==> config.mk <==
export PLATFORM = sky130hd
export DESIGN_NAME = seq_detect_ctrl
export DESIGN_NICKNAME = d
export VERILOG_FILES = /design/src/rtl/seq_detect_ctrl.sv
export SDC_FILE = /design/constraint.sdc
export NUM_CORES = 1
export LEC_CHECK = 0
export BUFFER_PORTS_ARGS = -buffer_cell sky130_fd_sc_hd__buf_2
export CAP_MARGIN = 5
export CORE_UTILIZATION = 40
export CTS_CLUSTER_SIZE = 25
export DETAILED_ROUTE_END_ITERATION = 12
export PLACE_DENSITY_LB_ADDON = 0.12
export SLEW_MARGIN = 20
export SYNTH_ARGS = -nofsm -noshare
export SYNTH_HDL_FRONTEND = slang
export SYNTH_SLANG_ARGS = --single-unit
==> constraint.sdc <==
create_clock -name clk -period 7.3 [get_ports clk]
set_input_delay 0.73 -clock clk [delete_from_list [all_inputs] [get_ports clk]]
set_output_delay 0.73 -clock clk [all_outputs]
set_load 0.02 [all_outputs]
==> src/rtl/seq_detect_ctrl.sv <==
// rtl/seq_detect_ctrl.sv - programmable serial pattern detector controller
// Holds run configuration, sequences IDLE/RUN/DONE and counts pattern matches on x.
module seq_detect_ctrl #(
    parameter int MAX_LEN = 8,
    parameter int LEN_W   = 4,
    parameter int CNT_W   = 8,
    parameter int TO_W    = 16
) (
    input  logic               clk,
    input  logic               rst,
    input  logic               cfg_valid,
    output logic               cfg_ready,
    input  logic [MAX_LEN-1:0] cfg_pattern,
    input  logic [LEN_W-1:0]   cfg_len,
    input  logic               cfg_overlap,
    input  logic [CNT_W-1:0]   cfg_target,
    input  logic [TO_W-1:0]    cfg_timeout,
    input  logic               start,
    input  logic               abort,
    input  logic               x_valid,
    input  logic               x,
    output logic               z,
    output logic [CNT_W-1:0]   match_cnt,
    output logic               busy,
    output logic               done,
    output logic               timed_out
);

    typedef enum logic [1:0] {IDLE, RUN, DONE} state_t;

    state_t state, state_next;

    logic [MAX_LEN-1:0] pat_q;
    logic [LEN_W-1:0]   len_q;
    logic               overlap_q;
    logic [CNT_W-1:0]   target_q;
    logic [TO_W-1:0]    timeout_q;

    logic [MAX_LEN-1:0] hist_q, hist_next, mask;
    logic [LEN_W-1:0]   fill_q, fill_inc;
    logic [TO_W-1:0]    timer_q, timer_inc;
    logic [CNT_W-1:0]   cnt_inc;

    logic               cfg_fire, run_entry, match, hit_target, hit_timeout;
    logic [LEN_W-1:0]   cfg_len_sat, start_len;

    // A start in the same cycle as a config handshake runs with the new length.
    assign cfg_fire    = cfg_valid & cfg_ready;
    assign cfg_len_sat = (cfg_len > LEN_W'(MAX_LEN)) ? LEN_W'(MAX_LEN) : cfg_len;
    assign start_len   = cfg_fire ? cfg_len_sat : len_q;
    assign run_entry   = (state != RUN) && (state_next == RUN);

    always_comb begin
        mask = '0;
        for (int i = 0; i < MAX_LEN; i++) begin
            mask[i] = (LEN_W'(i) < len_q);
        end
        hist_next   = (hist_q << 1) | MAX_LEN'(x);
        fill_inc    = (fill_q == LEN_W'(MAX_LEN)) ? fill_q : fill_q + 1'b1;
        cnt_inc     = (&match_cnt) ? match_cnt : match_cnt + 1'b1;
        timer_inc   = timer_q + 1'b1;
        match       = (state == RUN) && x_valid && (fill_inc >= len_q) &&
                      (((hist_next ^ pat_q) & mask) == '0);
        hit_target  = match && (target_q != '0) && (cnt_inc == target_q);
        // A match on the timeout edge restarts the timer instead of ending the run.
        hit_timeout = (state == RUN) && !match && (timeout_q != '0) &&
                      (timer_inc == timeout_q);
    end

    always_ff @(posedge clk or negedge rst) begin
        if (!rst) begin
            state <= IDLE;
        end else begin
            state <= state_next;
        end
    end

    always_comb begin
        state_next = state;
        if (abort) begin
            state_next = IDLE;
        end else begin
            case (state)
                IDLE, DONE: if (start && (start_len != '0)) state_next = RUN;
                RUN:        if (hit_target || hit_timeout) state_next = DONE;
                default:    state_next = IDLE;
            endcase
        end
    end

    always_comb begin
        busy      = (state == RUN);
        done      = (state == DONE);
        cfg_ready = (state != RUN);
    end

    always_ff @(posedge clk or negedge rst) begin
        if (!rst) begin
            pat_q     <= '0;
            len_q     <= '0;
            overlap_q <= 1'b0;
            target_q  <= '0;
            timeout_q <= '0;
        end else if (cfg_fire) begin
            pat_q     <= cfg_pattern;
            len_q     <= cfg_len_sat;
            overlap_q <= cfg_overlap;
            target_q  <= cfg_target;
            timeout_q <= cfg_timeout;
        end
    end

    always_ff @(posedge clk or negedge rst) begin
        if (!rst) begin
            hist_q    <= '0;
            fill_q    <= '0;
            timer_q   <= '0;
            match_cnt <= '0;
            z         <= 1'b0;
            timed_out <= 1'b0;
        end else if (abort) begin
            z         <= 1'b0;
            timed_out <= 1'b0;
        end else if (run_entry) begin
            hist_q    <= '0;
            fill_q    <= '0;
            timer_q   <= '0;
            match_cnt <= '0;
            z         <= 1'b0;
            timed_out <= 1'b0;
        end else if (state == RUN) begin
            z       <= match;
            timer_q <= match ? '0 : timer_inc;
            if (x_valid) begin
                hist_q <= hist_next;
                fill_q <= (match && !overlap_q) ? '0 : fill_inc;
            end
            if (match) match_cnt <= cnt_inc;
            if (hit_timeout) timed_out <= 1'b1;
        end else begin
            z <= 1'b0;
        end
    end

endmodule

# == Word-level counts from Yosys, hierarchy flattened ==
# Cells that the tools add are included.
# op_classes
n_addsub,3
order_cmp,10
n_eq_ne,7
n_mux,28
bitwise_logic,5
reduce_logical,30
# ops
cell,count
$mux W16,3
$mux W8,4
$mux W4,7
$mux W7,3
$add A16 B1 Y16 const B,1
$eq A16 B16 Y1,1
$lt A3 B4 Y1 const A,4
$reduce_bool A16 Y1,1
$logic_and A1 B1 Y1,11
$add A8 B1 Y8 const B,1
$and A8 B8 Y8,1
$eq A8 B8 Y1,1
$logic_not A8 Y1,1
$lt A1 B4 Y1 const A,2
$lt A2 B4 Y1 const A,2
$or A8 B1 Y8,1
$reduce_and A8 Y1,1
$reduce_bool A8 Y1,1
$xor A8 B8 Y8,1
$mux W1,7
$mux W2,3
$reduce_and A3 Y1,2
$reduce_bool A2 Y1,3
$reduce_bool A3 Y1,2
16 further kinds,19
# word_totals
register_bits,76
input_bits,44
wordCells,95

# == Depth between registers and ports, before layout ==
# Gate-level depths: netlist of the first run.
# logic_depth
depth_word,17
depth_mapped,14
depth_no_buf,13

# == Worst setup path after synthesis of the first run ==
# No wires, ideal clock.
# synth_timing
kind,reg2reg
startpoint,register fill_q[0]
endpoint,register timer_q[4]
t_arrival_ns,2.503
t_required_ns,7.218
path_slack_ns,4.715
stages_incl_launch_ff,15
path_cell_list,dfrtp_1 > inv_1 > ha_1 > nand2_1 > nor2_1 > xnor2_1 > ha_1 > nand2b_1 > a211o_1 > a21oi_1 > a211o_1 > buf_6 > nand2_1 > or2_2 > a31oi_1
# synth_via
elab_chain_len,17
word_cells_on_any_way,23
classes_between,1 x add/sub; 1 x order compare; 2 x eq/ne; 7 x mux; 12 x reduce/logical
# synth_rtl
element,line,source
"start, declared",40,"logic [LEN_W-1:0] fill_q, fill_inc;"
"start signal, assigned",136,fill_q <= (match && !overlap_q) ? '0 : fill_inc;
$add A4 B1 Y4 / $eq A4 B4 Y1 (equally long branches),59,fill_inc = (fill_q == LEN_W'(MAX_LEN)) ? fill_q : fill_q + 1'b1;
$mux W4 *,59,
$ge A4 B4 Y1 *,62,match = (state == RUN) && x_valid && (fill_inc >= len_q) &&
$logic_and A1 B1 Y1 * (2 in series),62,
$logic_not A1 Y1,66,hit_timeout = (state == RUN) && !match && (timeout_q != '0) &&
$logic_and A1 B1 Y1 (3 in series),66,
$logic_or A1 B1 Y1,85,RUN: if (hit_target || hit_timeout) state_next = DONE;
$mux W2,85,
$pmux W2 S2,83,case (state)
$mux W2,80,if (abort) begin
$eq A2 B1 Y1,51,assign run_entry = (state != RUN) && (state_next == RUN);
$logic_and A1 B1 Y1,51,
$reduce_bool A2 Y1 (no line),n/a,
$reduce_and A2 Y1 (no line),n/a,
"end signal, assigned",133,timer_q <= match ? '0 : timer_inc;
"end, declared",41,"logic [TO_W-1:0] timer_q, timer_inc;"
# Mark *: on every way between the ends. The rest lies on a longest branch, timed or not. The select of a mux whose other input is x is not followed.
# A chain may end at the register's enable or synchronous reset.

# == Final worst setup path of the first run ==
# layout_timing
startpoint,register state[0]
endpoint,register fill_q[2]
# layout_via
elab_chain_len,16
word_cells_on_any_way,33
classes_between,4 x eq/ne; 9 x mux; 1 x bitwise; 19 x reduce/logical
# layout_rtl
element,line,source
"start, declared",31,"state_t state, state_next;"
"start signal, assigned",74,state <= state_next;
$eq A2 B1 Y1,n/a,
$logic_and A1 B1 Y1 (3 in series),62,
$logic_not A1 Y1,66,
$logic_and A1 B1 Y1 (3 in series),66,
$logic_or A1 B1 Y1,85,
$mux W2,85,
$pmux W2 S2,83,
$mux W2,80,
$eq A2 B1 Y1,51,
$logic_and A1 B1 Y1,51,
$reduce_bool A2 Y1 (no line),n/a,
$reduce_and A3 Y1 (no line),n/a,
# Parallel ways exist; a longest one is shown, timed or not. The select of a mux whose other input is x is not followed.

==> flow_summary.json, run 1 <==
{
  "cts_num_sinks": 76,
  "pwr-share-seq_pct": 47.1,
  "setup.worst_path.end_class": "register",
  "power.density_cell_area_mw_per_mm2": 257,
  "cts_repair_resize_count": 0,
  "max_buffers_root_to_sink": 2,
  "critical-path-top-delay-family": "simple AND/OR/NAND/NOR gates",
  "setup-violations-final": 0,
  "clock_tree.htree_level_count": 3,
  "leakage_nw": 2.14,
  "cp_cell_sequence": "nand2b_1, and2_2, o2111ai_1, nor2_1, nor3_1, a22o_1",
  "synth_sequential_area_ratio_pct": 42.3,
  "power.switching_fraction_pct": 36.5,
  "run_status": "finished clean",
  "finalCriticalPeriod_ns": 3.33,
  "seq_area_mm2": 0.00190,
  "clk_pin_slew_worst_paths_ns": 0.08,
  "synth.distinct_cells": 62,
  "io_buffers": 56,
  "critPathMaxFanout": 45,
  "n_diodes": 0,
  "dominantRegCellSynth": "dfrtp_1",
  "antenna_violating_nets_post_route": 0,
  "switching_power_mw": 0.471,
  "final_wirelength_um": 11300,
  "num_io_pins": 57,
  "utilization_pct": 46.1,
  "post_cts_buffers": 0,
  "critPathMaxStageDelay_ns": 0.83,
  "overflow": 0,
  "routabilityCongestion": 0.889,
  "synth-async-reset-ratio_pct": 100,
  "grt_first_pass_wirelength_um": 18900,
  "dr.pass1.iters": 5,
  "timing.critical_path.buf_inv": 0,
  "grt_setup_unrepaired": "no",
  "reg2regPathDepth": 6,
  "insertion_delay_ns": 0.37,
  "post_detailed_placement_half_perimeter_wirelength_um": 7980,
  "crit_path_top_delay_cell": "and2_2",
  "clock_power_share_pct": 23.2,
  "dr_total_vias": 3732,
  "fin_setup_tns_ns": 0,
  "worst-endpoint-arrival_ns": 3.58,
  "die_area_mm2": 0.0117,
  "reg2reg_setup_slack_ns": 3.97,
  "worst_slew_margin_rel_pct": 35.9,
  "worstHoldPathType": "in2async",
  "power.ir.vdd_worst_mv": 0.138,
  "slew_violations": 0,
  "timing.hold.ws_ns": 0.386,
  "grt_start_max_net_pins": 77,
  "critPathKind": "reg2reg",
  "mappedNetlistNets": 519,
  "postCtsHoldBufs": 0,
  "vertical_extent_of_the_die_um": 108,
  "netlist_area_before_placement_mm2": 0.00449,
  "vias_per_cell": 5.74,
  "vias_in_the_first_global_route": 3695,
  "drc": 0,
  "final_net_count": 557,
  "timing.critical_path.required_ns": 7.55,
  "final_instance_count_without_filler_cells": 650,
  "timing_worst_slew_pin_value_ns": 0.958,
  "timing.clock.skew_ns": 0.0136,
  "fp.dieW_um": 108,
  "total_power_consumption_of_the_routed_design_mw": 1.29,
  "antenna_violations_before_repair": 0,
  "multiInputGateArea_mm2": 0.00242,
  "cts_inserted_buffers": 9,
  "crit-reg2reg-launch": "state[0]",
  "detail_route.iter0.violations": 225,
  "clock-root-buffer": "clkbuf_8",
  "cp.depth": 6,
  "startpoint_type": "register",
  "fp-row-count": 38,
  "yosys_warnings": 0,
  "power.internal_mw": 0.822,
  "ys_seq_elements": 76,
  "drive_gt1_share_pct": 22.9,
  "max_freq_mhz": 300,
  "core_area_mm2": 0.0109,
  "global_route.usage.total_pct": 21.1,
  "starting_density_pct": 41.3,
  "final.fill_count": 1015,
  "tritoncts": "yes",
  "report.final.hold_viol_count": 0,
  "p_comb_share_pct": 29.7,
  "layout-area-overhead-vs-synth_pct": 11.8,
  "route.detailed.wl_per_inst_um": 17.4,
  "post_synth_edffs": 0,
  "max_cap_viols": 0,
  "fin_crit_sh_pct": 45.7,
  "synth_cells": 467,
  "dp_cells": 634,
  "reg2reg_to": "fill_q[2]",
  "synth_area_per_cell_um2": 9.62
}
kinds of logic after synthesis:
logic type                 synth area share, %
and+or+nand+nor                           18.6
AOI/OAI and AO/OA                         16.0
DFF                                       42.3
buffers and inverters                     3.84
xor gates and xnor gates                  8.38
muxes                                     8.66
adders and majority gates                 2.23
worst max-delay path by stage:
stage,from,end,slack [ns]
floorplan,fill_q[0],timer_q[4],4.72
global placement,fill_q[0],timer_q[14],3.80
detailed placement,fill_q[0],timer_q[14],3.60
CTS,fill_q[0],timer_q[14],3.60
global route,state[0],fill_q[2],3.68
finish,state[0],fill_q[2],3.97
Yosys cell counts (all sizes together), types with 2 or more instances:
cell type,number,area [µm²]
a211o,2,17.5
and3,5,31.3
nor2b,4,25.0
a21oi,16,80.1
nand2,39,146
o21a,2,15.0
or2,4,25.0
mux2,31,349
nand4,13,81.3
inv,14,52.6
ha,8,100
a211oi,4,30.0
a21o,7,52.6
or3,3,18.8
and4,4,35.0
nand3,15,75.1
a31oi,12,75.1
o21bai,2,15.0
nand2b,4,25.0
and2,4,25.0
buf,2,15.0
nor4,15,109
a22o,3,26.3
nor2,25,101
o21ai,28,140
a311oi,2,17.5
o31ai,6,45.0
clkbuf,28,105
xor2,19,166
xnor2,24,210
o211ai,4,30.0
nor3b,5,42.5
nor3,8,45.0
mux2i,4,40.0
nand3b,3,22.5
a2111oi,4,41.3
dfrtp,76,1900
a32oi,2,17.5
power groups by stage:
| stage | sequential [mW] | clock (mW) | combinational (mW) |
|---|---|---|---|
| after floorplan | 0.574 | 0 | 0.310 |
| after global placement | 0.613 | 0 | 0.374 |
| after detailed placement | 0.615 | 0 | 0.385 |
| after CTS | 0.608 | 0.308 | 0.387 |
| after global routing | 0.623 | 0.320 | 0.434 |
| final | 0.609 | 0.300 | 0.385 |
final cells by class:
type	count	share of cell area, %
Tap cell	140	3.49
Multi-Input combinational cell	347	48.2
Timing Repair Buffer	57	5.85
Clock inverter	5	0.722
Inverter	14	1.05
Clock buffer	11	2.81
Sequential cell	76	37.9
registers in the layout, indices dropped and copies added, names as in the netlist:
name	count
target_q	8
state	2
match_cnt	8
hist_q	7
timer_q	16
fill_q	4
len_q	4
timeout_q	16
z	1
pat_q	8
timed_out	1
overlap_q	1
per-layer routing:
layer | global-route usage, % | vias to the layer above | part of all wire, %
met5 | 0 | - | 0
met3 | 2.89 | 25 | 5.2
met2 | 32.1 | 133 | 45
met4 | 11.5 | 0 | 2.7
li1 | - | 1777 | -
met1 | 29.0 | 1797 | 47
placed cells by master (no fill, tap or decap), types with 7 or more instances in the layout:
cell,Yosys,layout
nor3_1,7,7
a31oi_1,12,12
a21oi_1,16,16
o21ai_0,27,27
dfrtp_1,76,76
nor2_1,24,24
mux2_2,31,31
clkbuf_8,0,10
xnor2_1,24,24
buf_2,0,55
nand2_1,39,39
nand4_1,13,13
a21o_1,7,7
nor4_1,14,14
inv_1,14,14
nand3_1,15,15
ha_1,8,8
xor2_1,19,19
through the flow:
step	area, µm²	setup slack (ns)
final	5020	3.97
after global routing	5020	3.68
after CTS	5020	3.60
after detailed placement	4840	3.60
after global placement	4840	3.80
after floorplan	4490	4.72
(Power assumes the default switching activity.)
==> run 2: changes to the inputs <==
Clock period 7.3 ns to 2.69 ns, I/O delays scaled along.
==> flow_summary.json, run 2 (synthesis gave the netlist of run 1 again) <==
{
  "core_area_mm2": 0.0109,
  "vertical_extent_of_the_die_um": 108,
  "timing.hold.ws_ns": 0.0464,
  "power.ir.vdd_worst_mv": 0.368,
  "insertion_delay_ns": 0.35,
  "final_instance_count_without_filler_cells": 682,
  "critPathKind": "reg2reg",
  "setup-violations-final": 0,
  "detail_route.iter0.violations": 275,
  "timing_worst_slew_pin_value_ns": 0.955,
  "postCtsHoldBufs": 0,
  "critPathMaxStageDelay_ns": 0.56,
  "dpl-instance-area_mm2": 0.00505,
  "post_detailed_placement_half_perimeter_wirelength_um": 8230,
  "clock-root-buffer": "clkbuf_8",
  "grt_first_pass_wirelength_um": 18400,
  "dp_cells": 660,
  "reg2regPathDepth": 9,
  "tritoncts": "yes",
  "max_cap_viols": 0,
  "utilization_pct": 50.5,
  "die_area_mm2": 0.0117,
  "worstHoldPathType": "in2async",
  "most-common-layout-cells": "76 x dfrtp_1, 55 x buf_2, 36 x nand2_1",
  "io_buffers": 56,
  "antenna_violating_nets_post_route": 0,
  "top_regs": "timeout_q x16, timer_q x16",
  "layout-area-overhead-vs-synth_pct": 22.4,
  "final.setup.worst_slack_ns": 0.0453,
  "report.final.hold_viol_count": 0,
  "timing.critical_path.required_ns": 2.96,
  "dr_total_vias": 3840,
  "max_buffers_root_to_sink": 2,
  "fin_crit_sh_pct": 98.3,
  "overflow": 0,
  "n_diodes": 0,
  "crit-reg2reg-launch": "len_q[3]",
  "route.detailed.wl_per_inst_um": 16.6,
  "final_wirelength_um": 11300,
  "fp.dieW_um": 108,
  "reg2reg_to": "match_cnt[7]",
  "max_freq_mhz": 378,
  "reg2reg_setup_slack_ns": 0.05,
  "leakage_nw": 2.38,
  "run_status": "finished clean",
  "final_design_area_no_fill_mm2": 0.00550,
  "vias_per_cell": 5.63,
  "final_net_count": 589,
  "clock_tree.htree_level_count": 3,
  "dr.pass1.iters": 6,
  "slew_violations": 0,
  "seq_area_mm2": 0.00190,
  "power.density_cell_area_mw_per_mm2": 720,
  "num_io_pins": 57,
  "fin_setup_tns_ns": 0,
  "worst-endpoint-arrival_ns": 2.91,
  "fp-row-count": 38,
  "worst_slew_margin_rel_pct": 36.4,
  "final.fill_count": 1027,
  "cts_num_sinks": 76,
  "layout.cells.most_common": "dfrtp_1",
  "antenna_violations_before_repair": 0,
  "critPathMaxFanout": 8,
  "vias_in_the_first_global_route": 3656,
  "routabilityCongestion": 0.873,
  "cts_inserted_buffers": 9,
  "finalCriticalPeriod_ns": 2.64,
  "setup.worst_path.end_class": "register",
  "timing.clock.skew_ns": 0.0107,
  "grt_setup_unrepaired": "yes",
  "multiInputGateArea_mm2": 0.00257,
  "global_route.usage.total_pct": 20.4,
  "total_power_consumption_of_the_routed_design_mw": 3.96,
  "drc": 0,
  "starting_density_pct": 41.3,
  "crit_path_top_delay_cell": "or4b_4",
  "startpoint_type": "register",
  "cp_cell_sequence": "or4b_4, a2111oi_4, o21ai_2, a211o_4, buf_6, buf_12, nor2_4, a21oi_2, a311oi_2",
  "clk_pin_slew_worst_paths_ns": 0.08,
  "drive_gt1_share_pct": 32.3,
  "grt_start_max_net_pins": 77,
  "pre_cts_slack_ns": -0.0720
}
run 2: worst max-delay path by stage:
stage | startpoint | endpoint | slack, ns | cells past startpoint
5_1_grt | len_q[3] | match_cnt[6] | -0.09 | 9
3_3_place_gp | fill_q[0] | fill_q[1] | 0.03 | 14
6_report | len_q[3] | match_cnt[7] | 0.05 | 9
3_5_place_dp | fill_q[0] | fill_q[3] | -0.07 | 14
2_1_floorplan | fill_q[0] | timer_q[4] | 0.11 | 14
4_1_cts | len_q[3] | match_cnt[7] | -0.001 | 9
run 2: repair_timing:
item	CTS	global route
gates resized for setup	13	26
setup endpoints to repair	18	31
cloned	0	0
setup buffers	4	2
pin swaps	11	20
run 2: layout make-up:
type,instances,share of cell area (%)
Timing Repair Buffer,89,10.3
Inverter,14,0.955
Tap cell,140,3.18
Multi-Input combinational cell,347,46.7
Clock buffer,13,3.07
Sequential cell,76,34.6
Clock inverter,3,1.23
run 2: per-layer routing:
metal	part of all wire (%)	track usage, %
met5	0	0
met4	1.7	8.71
met3	3.8	3.07
met2	46	31.1
met1	48	28.7
run 2: worst max-delay path: cells and delay by family, from the launching register on:
family / cells / cell delay [ns]
AO/OA/AOI/OAI: 5 / 1.19
AND/OR/NAND/NOR: 2 / 0.71
flip-flops: 1 / 0.40
buffers and inverters: 2 / 0.26
run 2: report_power, final:
group	internal, mW	switching, mW	total, mW
registers	1.37	0.275	1.64
clock network	0.599	0.421	1.02
logic	0.652	0.645	1.30
